[src/rtl/sad_search_if.sv]
// Handshake bundle between the SAD search controller, the motion-search top
// level (go/done/best) and the SAD datapath control pins.
interface sad_search_if #(
  parameter int NUM_CAND = 8,
  parameter int BLK_SIZE = 16,
  parameter int SAD_W    = 16
);
  localparam int ADDR_W = $clog2(BLK_SIZE);
  localparam int CAND_W = (NUM_CAND > 1) ? $clog2(NUM_CAND) : 1;

  logic              go;
  logic [SAD_W-1:0]  sad_in;
  logic              AB_rd;
  logic [ADDR_W-1:0] addr_i;
  logic [CAND_W-1:0] cand_idx;
  logic              sum_clr;
  logic              sum_ld;
  logic              sad_reg_ld;
  logic              busy;
  logic              done;
  logic [SAD_W-1:0]  best_sad;
  logic [CAND_W-1:0] best_idx;

  // Controller side
  modport master (
    input  go, sad_in,
    output AB_rd, addr_i, cand_idx, sum_clr, sum_ld, sad_reg_ld,
           busy, done, best_sad, best_idx
  );

  // Top-level / datapath side
  modport slave (
    output go, sad_in,
    input  AB_rd, addr_i, cand_idx, sum_clr, sum_ld, sad_reg_ld,
           busy, done, best_sad, best_idx
  );
endinterface

[src/rtl/sad_search_ctrl.sv]
// Multi-candidate SAD search sequencer: for each candidate clears the
// accumulator, streams BLK_SIZE reads, drains the datapath pipe, loads the
// SAD register and keeps the strict minimum (earliest index wins ties).
module sad_search_ctrl #(
  parameter int NUM_CAND = 8,
  parameter int BLK_SIZE = 16,
  parameter int SAD_W    = 16,
  parameter int PIPE_LAT = 2
) (
  input  logic          clk,
  input  logic          rst,
  sad_search_if.master  bus
);
  localparam int ADDR_W = $clog2(BLK_SIZE);
  localparam int CAND_W = (NUM_CAND > 1) ? $clog2(NUM_CAND) : 1;
  localparam int DRN_W  = (PIPE_LAT > 1) ? $clog2(PIPE_LAT) : 1;

  localparam logic [ADDR_W-1:0] ADDR_LAST = ADDR_W'(BLK_SIZE - 1);
  localparam logic [CAND_W-1:0] CAND_LAST = CAND_W'(NUM_CAND - 1);
  localparam logic [DRN_W-1:0]  DRN_INIT  = (PIPE_LAT > 0) ? DRN_W'(PIPE_LAT - 1) : '0;

  typedef enum logic [2:0] {
    IDLE, CLR, READ, DRAIN, CAPTURE, CMP, DONE
  } state_t;

  state_t            state_q, state_d;
  logic [ADDR_W-1:0] addr_q, addr_d;
  logic [CAND_W-1:0] cand_q, cand_d;
  logic [DRN_W-1:0]  drn_q, drn_d;
  logic [SAD_W-1:0]  best_sad_q, best_sad_d;
  logic [CAND_W-1:0] best_idx_q, best_idx_d;
  logic              ab_rd;

  // Next-state, counters and best tracking
  always_comb begin
    // NOTE: every variable gets a default first so no path leaves it unassigned (no latch).
    state_d    = state_q;
    addr_d     = addr_q;
    cand_d     = cand_q;
    drn_d      = drn_q;
    best_sad_d = best_sad_q;
    best_idx_d = best_idx_q;
    unique case (state_q)
      IDLE: begin
        if (bus.go) begin
          state_d    = CLR;
          cand_d     = '0;
          best_sad_d = '1;
          best_idx_d = '0;
        end
      end
      CLR: begin
        addr_d  = '0;
        state_d = READ;
      end
      READ: begin
        if (addr_q == ADDR_LAST) begin
          addr_d  = '0;
          drn_d   = DRN_INIT;
          state_d = (PIPE_LAT == 0) ? CAPTURE : DRAIN;
        end else begin
          addr_d = addr_q + 1'b1;
        end
      end
      DRAIN: begin
        if (drn_q == '0) state_d = CAPTURE;
        else             drn_d   = drn_q - 1'b1;
      end
      CAPTURE: state_d = CMP;
      CMP: begin
        // Strict compare: ties keep the earlier candidate
        if (bus.sad_in < best_sad_q) begin
          best_sad_d = bus.sad_in;
          best_idx_d = cand_q;
        end
        if (cand_q == CAND_LAST) begin
          state_d = DONE;
        end else begin
          cand_d  = cand_q + 1'b1;
          state_d = CLR;
        end
      end
      DONE:    state_d = IDLE;
      default: state_d = IDLE;
    endcase
  end

  // State and counter registers with synchronous active-low reset
  always_ff @(posedge clk) begin
    // NOTE: sequential state uses non-blocking assignments so all flops update together.
    if (!rst) begin
      state_q    <= IDLE;
      addr_q     <= '0;
      cand_q     <= '0;
      drn_q      <= '0;
      best_sad_q <= '0;
      best_idx_q <= '0;
    end else begin
      state_q    <= state_d;
      addr_q     <= addr_d;
      cand_q     <= cand_d;
      drn_q      <= drn_d;
      best_sad_q <= best_sad_d;
      best_idx_q <= best_idx_d;
    end
  end

  // Strobes decode from registered state only
  assign ab_rd          = (state_q == READ);
  assign bus.AB_rd      = ab_rd;
  assign bus.addr_i     = addr_q;
  assign bus.cand_idx   = cand_q;
  assign bus.sum_clr    = (state_q == CLR);
  assign bus.sad_reg_ld = (state_q == CAPTURE);
  assign bus.busy       = (state_q == CLR) || (state_q == READ) || (state_q == DRAIN) ||
                          (state_q == CAPTURE) || (state_q == CMP);
  assign bus.done       = (state_q == DONE);
  assign bus.best_sad   = best_sad_q;
  assign bus.best_idx   = best_idx_q;

  // sum_ld is AB_rd delayed by the datapath latency, independent of state
  if (PIPE_LAT == 0) begin : g_no_pipe
    assign bus.sum_ld = ab_rd;
  end else begin : g_pipe
    logic [PIPE_LAT-1:0] pipe_q, pipe_d;

    // Shift AB_rd into the delay line
    always_comb begin
      pipe_d[0] = ab_rd;
      for (int i = 1; i < PIPE_LAT; i++) pipe_d[i] = pipe_q[i-1];
    end

    // Delay line register, cleared by reset so an abort leaves no stray sum_ld
    always_ff @(posedge clk) begin
      if (!rst) pipe_q <= '0;
      else      pipe_q <= pipe_d;
    end

    assign bus.sum_ld = pipe_q[PIPE_LAT-1];
  end
endmodule

[src/flat_wrapper.sv]
// flat-port wrapper written by rule: the top's interface ports become plain ports
module sad_search_ctrl_flat 
#(
  parameter int NUM_CAND = 8,
  parameter int BLK_SIZE = 16,
  parameter int SAD_W    = 16,
  parameter int PIPE_LAT = 2
)
  (clk, rst, bus_go, bus_sad_in, bus_AB_rd, bus_addr_i, bus_cand_idx, bus_sum_clr, bus_sum_ld, bus_sad_reg_ld, bus_busy, bus_done, bus_best_sad, bus_best_idx);
  sad_search_if #(.NUM_CAND(NUM_CAND), .BLK_SIZE(BLK_SIZE), .SAD_W(SAD_W)) bus_i ();
  input  logic clk;
  input  logic rst;
  input wire logic [$bits(bus_i.go)-1:0] bus_go;
  input wire logic [$bits(bus_i.sad_in)-1:0] bus_sad_in;
  output wire logic [$bits(bus_i.AB_rd)-1:0] bus_AB_rd;
  output wire logic [$bits(bus_i.addr_i)-1:0] bus_addr_i;
  output wire logic [$bits(bus_i.cand_idx)-1:0] bus_cand_idx;
  output wire logic [$bits(bus_i.sum_clr)-1:0] bus_sum_clr;
  output wire logic [$bits(bus_i.sum_ld)-1:0] bus_sum_ld;
  output wire logic [$bits(bus_i.sad_reg_ld)-1:0] bus_sad_reg_ld;
  output wire logic [$bits(bus_i.busy)-1:0] bus_busy;
  output wire logic [$bits(bus_i.done)-1:0] bus_done;
  output wire logic [$bits(bus_i.best_sad)-1:0] bus_best_sad;
  output wire logic [$bits(bus_i.best_idx)-1:0] bus_best_idx;
  assign bus_i.go = bus_go;
  assign bus_i.sad_in = bus_sad_in;
  assign bus_AB_rd = bus_i.AB_rd;
  assign bus_addr_i = bus_i.addr_i;
  assign bus_cand_idx = bus_i.cand_idx;
  assign bus_sum_clr = bus_i.sum_clr;
  assign bus_sum_ld = bus_i.sum_ld;
  assign bus_sad_reg_ld = bus_i.sad_reg_ld;
  assign bus_busy = bus_i.busy;
  assign bus_done = bus_i.done;
  assign bus_best_sad = bus_i.best_sad;
  assign bus_best_idx = bus_i.best_idx;
  sad_search_ctrl #(.NUM_CAND(NUM_CAND), .BLK_SIZE(BLK_SIZE), .SAD_W(SAD_W), .PIPE_LAT(PIPE_LAT)) u_core (.clk(clk), .rst(rst), .bus(bus_i));
endmodule
[config.mk]
export PLATFORM = sky130hd
export DESIGN_NAME = sad_search_ctrl_flat
export DESIGN_NICKNAME = d
export VERILOG_FILES = /design/src/rtl/sad_search_if.sv /design/src/rtl/sad_search_ctrl.sv /design/src/flat_wrapper.sv
export SDC_FILE = /design/constraint.sdc
export NUM_CORES = 1
export LEC_CHECK = 0
export CAP_MARGIN = 20
export CORE_MARGIN = 5
export CORE_UTILIZATION = 51
export DETAILED_ROUTE_END_ITERATION = 8
export GPL_ROUTABILITY_DRIVEN = 0
export PLACE_DENSITY = 0.84
export SETUP_SLACK_MARGIN = 0.1
export SLEW_MARGIN = 10
export SYNTH_ARGS = -nofsm -noshare
export SYNTH_HDL_FRONTEND = slang
export SYNTH_SLANG_ARGS = --single-unit
[constraint.sdc]
create_clock -name clk -period 5.7 [get_ports clk]
set_input_delay 1.14 -clock clk [delete_from_list [all_inputs] [get_ports clk]]
set_output_delay 1.14 -clock clk [all_outputs]
set_load 0.02 [all_outputs]
## Yosys cells after proc, flatten, opt, wreduce, memory -nomap -nowiden

Index checks and enable logic that the tools add are counted.

- Add/sub/neg operators: 3
- Order comparisons: 1
- Equal/unequal tests: 13
- Mux-type cells: 18
- Reduce and logical (&&, ||, !) cells: 12

Operators by type and width:

| cell | count |
|---|---|
| $mux 16 | 2 |
| $pmux 16 s2 | 1 |
| $mux 3 | 7 |
| $pmux 3 s6 | 1 |
| $lt 16x16->1 | 1 |
| $eq 3x3->1 const B | 4 |
| $pmux 3 s2 | 2 |
| $reduce_and 3->1 | 3 |
| $pmux 4 s2 | 1 |
| $eq 3x2->1 const B | 2 |
| $ne 2x2->1 const B | 3 |
| $reduce_bool 2->1 | 3 |
| $add 4x1->4 const B | 1 |
| $eq 4x4->1 const B | 1 |
| $logic_or 1x1->1 | 4 |
| $mux 4 | 1 |
| $ne 2x1->1 const B | 2 |
| $add 3x1->3 const B | 1 |
| $eq 3x1->1 const B | 1 |
| $logic_not 3->1 | 1 |
| $mux 1 | 2 |
| $pmux 1 s2 | 1 |
| $reduce_and 2->1 | 1 |
| $sub 1x1->1 const B | 1 |

- Register bits: 32
- Input port bits: 19
- Output and inout port bits: 32
- Logic and storage cells: 54

## Longest topological paths before layout

Gate-level depths: netlist of the first run.

- Depth in word-level cells: 5
- Depth in mapped cells: 9
- Gate-level depth less buffers: 7

## Least setup slack after synthesis of the first run

No wires, ideal clock.

- Path type: input to register
- Start point: input port bus_sad_in[7]
- End point: register u_core.best_sad_q[10] (netlist: u_core.bus.best_sad[10])
- Setup time: 0.123 ns
- Arrival: 2.745 ns
- Data required time: 5.577 ns
- Path slack: 2.832 ns
- Cell stages on the path: 8
- Path buffers: 2
- Cell sequence: ha_1 > a41o_1 > a21oi_1 > nor3_1 > or4_1 > buf_6 > buf_6 > mux2i_1

- Cells in the longest elaborated chain, start to end: 3

RTL lines:

| item | line | text |
|---|---|---|
| start: declaration | flat_wrapper.sv:14 | `input wire logic [$bits(bus_i.sad_in)-1:0] bus_sad_in;` |
| $lt 16x16->1 | sad_search_ctrl.sv:72 | `if (bus.sad_in < best_sad_q) begin` |
| $ne 2x1->1 (no source line) | - |  |
| $reduce_and 3->1 (no source line) | - |  |
| end signal: assignment | sad_search_ctrl.sv:103 | `best_sad_q <= best_sad_d;` |
| end: declaration | sad_search_ctrl.sv:30 | `logic [SAD_W-1:0] best_sad_q, best_sad_d;` |

No other way between the ends.
A chain may end at the register's enable or synchronous reset.

## Final worst setup path of the first run

- Start point: input port bus_sad_in[14]
- End point: register u_core.best_sad_q[11] (netlist: u_core.bus.best_sad[11])

Same word-level chain as after synthesis.

==> results of run 1 <==
## registers in the layout, indices dropped and copies added, names as in the netlist
signal                flops
u_core.bus.best_idx       3
u_core.bus.best_sad      16
u_core.bus.cand_idx       3
u_core.drn_q              1
u_core.state_q            3
u_core.bus.addr_i         4
u_core.g_pipe.pipe_q      2
## report_power, final
group / leakage, nW / switching, mW / internal (mW)
logic: 0.778 / 0.137 / 0.119
clock network: 0.0326 / 0.0727 / 0.0608
registers: 0.263 / 0.0345 / 0.254
## layout make-up
class,count,area share (%)
Multi-Input combinational cell,156,44.2
Sequential cell,32,26.7
Timing Repair Buffer,51,21.1
Inverter,20,3.12
Clock buffer,8,2.45
Tap cell,46,2.39
## worst max-delay path, cell delays in order
cell and delay (ns):
clkdlybuf4s50_1 0.46, ha_1 0.32, nand4_1 0.16, or3_1 0.39, a221oi_1 0.19, or4_1 0.85, mux2i_1 0.28
## cell usage after synthesis (all sizes together) (2+ instances only)
| cell | number | area (sq um) |
|---|---|---|
| ha | 18 | 225 |
| nor3 | 4 | 20.0 |
| nor2 | 7 | 26.3 |
| nand4 | 3 | 18.8 |
| nor3b | 4 | 41.3 |
| clkbuf | 9 | 33.8 |
| nand3 | 13 | 65.1 |
| or3 | 2 | 12.5 |
| and2 | 4 | 25.0 |
| nand2 | 24 | 90.1 |
| dfxtp | 32 | 641 |
| nor2b | 4 | 25.0 |
| inv | 20 | 75.1 |
| a21boi | 3 | 22.5 |
| a21oi | 9 | 45.0 |
| a21o | 2 | 15.0 |
| a22oi | 2 | 15.0 |
| buf | 3 | 30.0 |
| mux2i | 20 | 200 |
| a31oi | 2 | 12.5 |
| o21ai | 26 | 130 |
## logic make-up after synthesis
| family | after synthesis |
|---|---|
| compound gates | 49 |
| fa+ha+maj | 18 |
| buf+inv | 32 |
| flops | 32 |
| mux | 20 |
| simple gates | 69 |
## final timing paths
kind / start / to / slack, ns / depth (start not counted)
min: u_core.g_pipe.pipe_q[0] / u_core.g_pipe.pipe_q[1] / 0.44 / 1
min reg2reg: u_core.g_pipe.pipe_q[0] / u_core.g_pipe.pipe_q[1] / 0.44 / 1
max reg2reg: u_core.bus.best_sad[15] / u_core.bus.best_sad[11] / 3.00 / 7
max: bus_sad_in[14] / u_core.bus.best_sad[11] / 2.13 / 7
## placed cells by master (no fill, tap or decap)
cell type	Yosys	final
nor2b_1	4	4
nand3_1	13	13
a31oi_1	2	2
dfxtp_1	32	32
a22oi_1	2	2
ha_1	18	18
buf_4	1	1
nor3_1	4	4
mux2i_1	20	20
and2_1	3	3
a21o_1	2	2
nand2_1	24	24
a41o_1	1	1
nand4_1	3	3
nand3b_1	1	1
inv_1	19	19
or3_1	2	2
and3_1	1	1
clkbuf_4	0	5
clkbuf_1	9	2
nand2b_1	1	1
and2_0	1	1
inv_2	1	1
a221oi_1	1	1
clkdlybuf4s50_1	0	50
o221a_2	1	1
a21boi_0	3	3
o41ai_1	1	1
or4_1	1	1
clkbuf_8	0	1
o211ai_1	1	1
a21oi_1	9	9
nor3b_4	1	1
nor3b_1	3	3
nor2_1	7	7
o21ai_0	26	26
## routing by layer
layer	vias to the layer above	share of wire, %	track usage (%)	wire (microns)
li1	866	-	-	-
met1	747	47	20.9	1890
met2	33	48	27.3	1900
met3	4	4.1	4.02	163
met4	0	0.90	4.89	36
met5	-	0	0	0
==> metrics.md, run 1 <==
| Metric | Value |
|---|---|
| Hold Crit Class | `reg -> reg` |
| Via count | `1,650` |
| Largest family of logic cells by synthesized area | `simple AND/OR/NAND/NOR gates` |
| Synth Net Count | `257` |
| Drt pass-1 iters | `4` |
| TritonCTS clock tree | `built` |
| Max Cap Viol | `0` |
| Post-synth EDFFs | `0` |
| Initial Util | `54.0%` |
| Global-route wire length before repair | `6.74 mm` |
| Initial DRC Count | `154` |
| Layout area overhead | `30.4%` |
| Power per Cell Area | `282 mW/mm^2` |
| Cell area after synthesis | `0.00184 sq mm` |
| Register area share after synthesis | `34.8%` |
| CTS Sinks | `32` |
| Crit. End Element | `register` |
| RSZ-0062 raised after global routing | `no` |
| WS Path Type | `in -> reg` |
| Post-synthesis xor/xnor area fraction | `0%` |
| Reg area | `641 sq um` |
| Worst VDD drop | `0.000180 V` |
| Adder-cell share of the synthesized area | `12.2%` |
| Place WS | `1.79 ns` |
| Setup TNS | `0 ns` |
| Mapped Cells | `220` |
| Hold Slack | `0.439 ns` |
| Post-synthesis compound-gate area fraction | `15.5%` |
| Clock Root Buffer | `clkbuf_4` |
| Total die area | `0.00492 sq mm` |
| Simple-gate area share of the yosys netlist | `19.1%` |
| Finished layout cell area | `0.00240 sq mm` |
| Post-synthesis mux area share | `10.9%` |
| Worst EP required | `5.93 ns` |
| Nets | `303` |
| Final wirelength | `3.99 mm` |
| Core ar. | `0.00342 sq mm` |
| H-Tree Depth | `2` |
| Number of antenna diodes | `0` |
| Fin util | `70.4%` |
| Die Ht | `70.1 microns` |
| Post-synth cell types | `34` |
| CTS Buffer Depth | `2` |
| Dpl hpwl | `2.99 mm` |
| Worst Path Arrival | `3.80 ns` |
| Crit-path max FO | `19` |
| Ys async rst share | `0%` |
| Cts bufs inserted | `5` |
| PnR worst setup slack | `2.13 ns` |
| Cts repair resizes | `0` |
| Die W | `70.1 microns` |
| Number of synthesized register bits | `32` |
| All-Layer GR Usage | `16.4%` |
| Share of post-route cells with drive strength above 1 | `3.75%` |
| Vias in the first global route | `1,524` |
| CP Launch Type | `input port` |
| Port buffer count | `50` |
| Static Leak | `1.07 nW` |
| Outcome | `complete, no violations` |
| Syn_area_per_cell | `8.38 sq um` |
| Design Power | `678 uW` |
| Max Clk Rate | `280 MHz` |
| Final hold violation count | `0` |
| Worst slew margin | `29.9%` |
| Pin count of the biggest net entering global routing | `51` |
| I/O Pins | `51` |
| Fin crit share | `62.6%` |
| Synthesis Warnings | `0` |
| Gr ovfl total | `0` |
| Postcts setup bufs | `0` |
| Post-DR vias/cell | `5.27` |
| Post-Place Cells | `305` |
| # hold bufs at CTS | `0` |
| DRC viols | `0` |
| Final setup violation count | `0` |
| Worst Tran Pin Value | `1.05 ns` |
| Cell Area, Placed | `0.00234 sq mm` |
| FP Rows | `21` |
| Area occupied by multi-input gates | `0.00106 sq mm` |
| Post-DR wirelength/cell | `12.7 microns` |
| Worst-Skew Late Latency | `0.33 ns` |
| ANT nets after route | `0` |
| Max-slew violations | `0` |
| Fin crit period | `3.57 ns` |
| Top FF cell, synth | `dfxtp_1` |
| Finished Layout Cells | `313` |
| Clock Skew | `0.0189 ns` |
| Initial antenna violation count | `0` |
| Clock slew at reported path FFs | `0.08 ns` |
| Number of fill cells | `290` |
Note: power is estimated with default switching activity, not from simulation.
==> run 2: changes to the inputs <==
CORE_UTILIZATION = 43   (was 51)
PLACE_DENSITY = 0.76   (was 0.84)
clock period = 3.26 ns   (was 5.7 ns; I/O delays follow)
==> run 2 against run 1 <==
Routed wire length increased by 4.9%; largest cell class unchanged; clock power up 100%; global-route usage down 0.53 points; final cell count grew 0.96%; non-clock buffer count is 2 higher; highest routed layer unchanged; clock-buffer cell count fell by 3; sequential power increased by 75%.
==> metrics.md, run 2 (synthesized netlist as in run 1, its figures left out) <==
| Metric | Value |
|---|---|
| Initial Util | `45.1% (-8.9 points)` |
| Post-DR vias/cell | `5.28 (+0.13%)` |
| Port buffer count | `50 (unchanged)` |
| M2 GR Usage | `25.5% (-1.8 points)` |
| Final setup violation count | `0 (unchanged)` |
| Fin crit share | `84.3%` |
| Fin crit period | `2.75 ns` |
| Worst EP required | `3.47 ns (-2.46 ns)` |
| Commonest non-fill, non-tap cell in the layout | `clkdlybuf4s50_1` |
| Share of post-route cells with drive strength above 1 | `4.14% (+0.39 points)` |
| Global-route wire length before repair | `7.13 mm (+5.7%)` |
| Max FFs per register | `16 (unchanged)` |
| Drt pass-1 iters | `4 (unchanged)` |
| CP Launch Type | `input port` |
| TritonCTS clock tree | `built` |
| All-Layer GR Usage | `15.9% (-0.53 points)` |
| I/O Pins | `51 (unchanged)` |
| Worst VDD drop | `0.000229 V (+27%)` |
| Worst Path Arrival | `2.96 ns (-0.84 ns)` |
| Worst Tran Pin Value | `0.759 ns (-0.293 ns)` |
| CTS Buffer Depth | `2 (unchanged)` |
| Met1 Use GR | `20.8% (-0.12 points)` |
| Hold Crit Class | `reg -> reg` |
| Core ar. | `0.00409 sq mm (+20%)` |
| Crit-path max FO | `15 (-4)` |
| Finished Layout Cells | `316 (+0.96%)` |
| Cell Area, Placed | `0.00236 sq mm (+0.85%)` |
| Cts bufs inserted | `5 (unchanged)` |
| Max Clk Rate | `364 MHz` |
| Pin count of the biggest net entering global routing | `36 (-29%)` |
| Power per Cell Area | `504 mW/mm^2 (+79%)` |
| Gr ovfl total | `0 (unchanged)` |
| Crit. End Element | `register` |
| Final hold violation count | `0 (unchanged)` |
| ANT nets after route | `0 (unchanged)` |
| H-Tree Depth | `2 (unchanged)` |
| Initial DRC Count | `98 (-36%)` |
| Worst-Skew Late Latency | `0.28 ns (-0.05 ns)` |
| RSZ-0062 raised after global routing | `no` |
| DRC viols | `0 (unchanged)` |
| Nets | `305 (+0.66%)` |
| Die W | `75.5 microns (+7.6%)` |
| CTS Sinks | `32 (unchanged)` |
| Max Cap Viol | `0 (unchanged)` |
| Outcome | `complete, no violations` |
| Total die area | `0.00570 sq mm (+16%)` |
| Die Ht | `75.5 microns (+7.6%)` |
| Clock Skew | `0.00560 ns (-0.0133 ns)` |
| Number of antenna diodes | `0 (unchanged)` |
| Static Leak | `1.09 nW (+1.1%)` |
| Place WS | `0.207 ns (-1.59 ns)` |
| Via count | `1,668 (+1.1%)` |
| GR peak layer | `met2` |
| Most frequent cells in the layout | `clkdlybuf4s50_1, dfxtp_1, o21ai_0` |
| Dpl hpwl | `3.09 mm (+3.4%)` |
| Clock Root Buffer | `clkbuf_8` |
| Initial antenna violation count | `0 (unchanged)` |
| Vias in the first global route | `1,561 (+2.4%)` |
| PnR worst setup slack | `0.512 ns (-1.62 ns)` |
| Layout area overhead | `32.0%` |
| Max-slew violations | `0 (unchanged)` |
| Routing usage on met3 | `4.22% (+0.20 points)` |
| R2r setup slk | `0.94 ns (-2.06 ns)` |
| Finished layout cell area | `0.00243 sq mm (+1.2%)` |
| FP Rows | `23 (+9.5%)` |
| WS Path Type | `in -> reg` |
| Cts repair resizes | `0 (unchanged)` |
| # hold bufs at CTS | `0 (unchanged)` |
| Post-DR wirelength/cell | `13.2 microns (+3.9%)` |
| Setup TNS | `0 ns (unchanged)` |
| Postcts setup bufs | `0 (unchanged)` |
| Worst slew margin | `49.4% (+20 points)` |
| Post-Place Cells | `311 (+2.0%)` |
| Clock slew at reported path FFs | `0.06 ns (-0.02 ns)` |
| Final wirelength | `4.18 mm (+4.9%)` |
## run 2: cell count changes in the layout (fill, tap and decap cells not counted)
cell      before  now
buf_4          1    3
clkbuf_1       2    0
clkbuf_8       1    5
clkbuf_4       5    0
## run 2: critical path, stage by stage
cell,delay (ns)
clkdlybuf4s50_1,0.43
ha_1,0.33
nand4_1,0.17
or3_1,0.42
a221oi_1,0.27
or4_1,0.18
buf_4,0.28
mux2i_1,0.22
## run 2: path summary, 6_finish.rpt
path | start | to | cells past startpoint
worst max-delay path | bus_sad_in[15] | u_core.bus.best_sad[8] | 8
worst min register to register | u_core.g_pipe.pipe_q[0] | u_core.g_pipe.pipe_q[1] | 1
worst min-delay path | u_core.g_pipe.pipe_q[0] | u_core.g_pipe.pipe_q[1] | 1
worst max register to register | u_core.bus.best_sad[15] | u_core.bus.best_sad[8] | 8
## run 2: through the flow
step | hold slack (ns) | total power [mW] | utilization [%]
6_report | 0.442 | 1.23 | 59.6
3_5_place_dp | 0.429 | 0.961 | 57.9
4_1_cts | 0.445 | 1.23 | 59.6
3_3_place_gp | 0.421 | 0.954 | 57.9
2_1_floorplan | 0.412 | 0.780 | -
5_1_grt | 0.463 | 1.31 | 59.6
## run 2: layout make-up
class                           count  area [sq um]
Timing Repair Buffer               53           523
Inverter                           20          75.1
Fill cell                         386          1650
Tap cell                           50          62.6
Clock buffer                        5          68.8
Multi-Input combinational cell    156          1060
Sequential cell                    32           641
## run 2: power by group
group          switching, mW  internal [mW]
clock network          0.135          0.137
logic                  0.239          0.209
registers             0.0611          0.444
total                  0.435          0.790
## run 2: layer usage
| layer | wire length (microns) | part of all wire [%] |
|---|---|---|
| met1 | 1940 | 46 |
| met2 | 1950 | 46 |
| met3 | 238 | 5.7 |
| met4 | 57 | 1.4 |
| met5 | 0 | 0 |
==> run 3: changes to the inputs <==
CORE_UTILIZATION = 48   (was 43)
PLACE_DENSITY = 0.8   (was 0.76)
clock period = 2.8 ns   (was 3.26 ns; I/O delays follow)
==> run 3 against run 2 <==
Via count hardly changed; design area is 2.9% higher; worst hold slack worse by 0.0016 ns; sequential power is 16% higher; critical endpoint is now u_core.bus.best_sad[1]; largest cell class unchanged; largest power group unchanged.
==> metrics.md, run 3 (synthesized netlist as in run 1, its figures left out) <==
| Metric | Value |
|---|---|
| Outcome | `complete, no violations` |
| Hold Crit Class | `reg -> reg` |
| Max Clk Rate | `397 MHz` |
| Combinational share of power | `32.8% (-3.7 points)` |
| Worst-Skew Late Latency | `0.29 ns (about the same)` |
| Internal Power | `1.08 mW (+37%)` |
| Worst slew margin | `71.3% (+22 points)` |
| Final setup violation count | `0 (unchanged)` |
| Final hold violation count | `0 (unchanged)` |
| Via count | `1,667 (-0.060%)` |
| Drt pass-1 iters | `4 (unchanged)` |
| Max Cap Viol | `0 (unchanged)` |
| Worst Path Arrival | `2.74 ns (-0.22 ns)` |
| FP Rows | `22 (-4.3%)` |
| Final wirelength | `4.13 mm (-1.3%)` |
| Global-route wire length before repair | `7.45 mm (+4.5%)` |
| Psw | `524 uW (+20%)` |
| Vias in the first global route | `1,616 (+3.5%)` |
| Total die area | `0.00518 sq mm (-9.1%)` |
| Cts bufs inserted | `5 (unchanged)` |
| Postcts setup bufs | `0 (unchanged)` |
| Max FFs per register | `16 (unchanged)` |
| Post-DR wirelength/cell | `12.9 microns (-2.2%)` |
| Number of antenna diodes | `0 (unchanged)` |
| Design Power | `1.60 mW (+31%)` |
| Clock Root Buffer | `clkbuf_8` |
| Commonest non-fill, non-tap cell in the layout | `clkdlybuf4s50_1` |
| Die W | `72.0 microns (-4.6%)` |
| Worst EP required | `3.02 ns (-0.45 ns)` |
| Hold Slack | `0.440 ns (-0.00156 ns)` |
| CTS Sinks | `32 (unchanged)` |
| Initial DRC Count | `138 (+41%)` |
| Initial Util | `50.0% (+4.9 points)` |
| RSZ-0062 raised after global routing | `no` |
| Crit-path max FO | `11 (-4)` |
| Worst VDD drop | `0.000362 V (+58%)` |
| Max-slew violations | `0 (unchanged)` |
| Core ar. | `0.00369 sq mm (-9.7%)` |
| CTS Buffer Depth | `2 (unchanged)` |
| Initial antenna violation count | `0 (unchanged)` |
| Clock slew at reported path FFs | `0.07 ns (about the same)` |
| Port buffer count | `50 (unchanged)` |
| Pin count of the biggest net entering global routing | `51 (+42%)` |
| Crit. End Element | `register` |
| Die Ht | `72.0 microns (-4.6%)` |
| Dpl hpwl | `2.94 mm (-4.8%)` |
| Layout area overhead | `35.9%` |
| Fin crit period | `2.52 ns` |
| CP Launch Type | `input port` |
| Fin crit share | `90.0%` |
| WS Path Type | `in -> reg` |
| Sw Share | `32.7% (-2.8 points)` |
| DRC viols | `0 (unchanged)` |
| Seq pwr share | `36.7% (-4.5 points)` |
| TritonCTS clock tree | `built` |
| Most frequent cells in the layout | `clkdlybuf4s50_1, dfxtp_1, o21ai_0` |
| Post-DR vias/cell | `5.23 (-1.0%)` |
| Clock Skew | `0.00741 ns (+0.00182 ns)` |
| Static Leak | `1.12 nW (+3.6%)` |
| Share of post-route cells with drive strength above 1 | `6.27% (+2.1 points)` |
| All-Layer GR Usage | `17.9% (+2.0 points)` |
| H-Tree Depth | `2 (unchanged)` |
| Part of the power in the clock network | `30.5% (+8.3 points)` |
| Fin util | `67.9% (+8.4 points)` |
| Setup TNS | `0 ns (unchanged)` |
| Power per Cell Area | `640 mW/mm^2 (+27%)` |
| I/O Pins | `51 (unchanged)` |
| Gr ovfl total | `0 (unchanged)` |
| ANT nets after route | `0 (unchanged)` |
| Worst Tran Pin Value | `0.430 ns (-0.328 ns)` |
| Nets | `307 (+0.66%)` |
run 3: routing by layer:
metal	global-route usage [%]	part of all wire [%]	vias to the layer above
met3	4.29	5.5	7
li1	-	-	868
met1	23.4	48	750
met4	6.89	1.5	0
met2	28.4	45	42
met5	0	0	-
run 3: repair_timing:
item / in CTS / in global routing
endpoints found under the setup margin: 0 / 1
hold buffers: 0 / 0
gates resized for setup: 0 / 1
run 3: metrics by stage:
| step | instances | area [sq um] | worst slack [ns] |
|---|---|---|---|
| finish | 319 | 2500 | 0.281 |
| global route | 319 | 2500 | 0.140 |
| CTS | 319 | 2500 | 0.232 |
| detailed placement | 311 | 2380 | -0.0224 |
| global placement | 311 | 2380 | -0.0167 |
| floorplan | 220 | 1840 | 0.512 |
run 3: power groups by stage:
stage	clock, mW	sequential (mW)	combinational [mW]
floorplan	0	0.623	0.285
global placement	0	0.596	0.518
detailed placement	0	0.596	0.527
CTS	0.498	0.587	0.533
global route	0.525	0.603	0.593
finish	0.489	0.588	0.527
run 3: cell type report:
class                      instances  area (sq um)
clock buffer                       7          96.3
clock inverter                     1          30.0
fill                             332          1180
inverter                          20          75.1
multi-input combinational        156          1060
sequential                        32           642
tap                               48          60.1
timing repair buffer              55           538
run 3: worst paths after layout:
| check | from | end | slack [ns] | depth (start not counted) |
|---|---|---|---|---|
| worst min-delay path | u_core.g_pipe.pipe_q[0] | u_core.g_pipe.pipe_q[1] | 0.44 | 1 |
| worst max-delay path | bus_sad_in[15] | u_core.bus.best_sad[1] | 0.28 | 8 |
| worst max register to register | u_core.bus.best_sad[15] | u_core.bus.best_sad[1] | 0.58 | 8 |
| worst min register to register | u_core.g_pipe.pipe_q[0] | u_core.g_pipe.pipe_q[1] | 0.44 | 1 |
run 3: critical path: stages:
cell and delay (ns):
clkdlybuf4s50_1 0.43, ha_1 0.32, nand4_1 0.17, or3_1 0.42
a221oi_1 0.24, or4_1 0.17, buf_4 0.22, mux2i_1 0.20
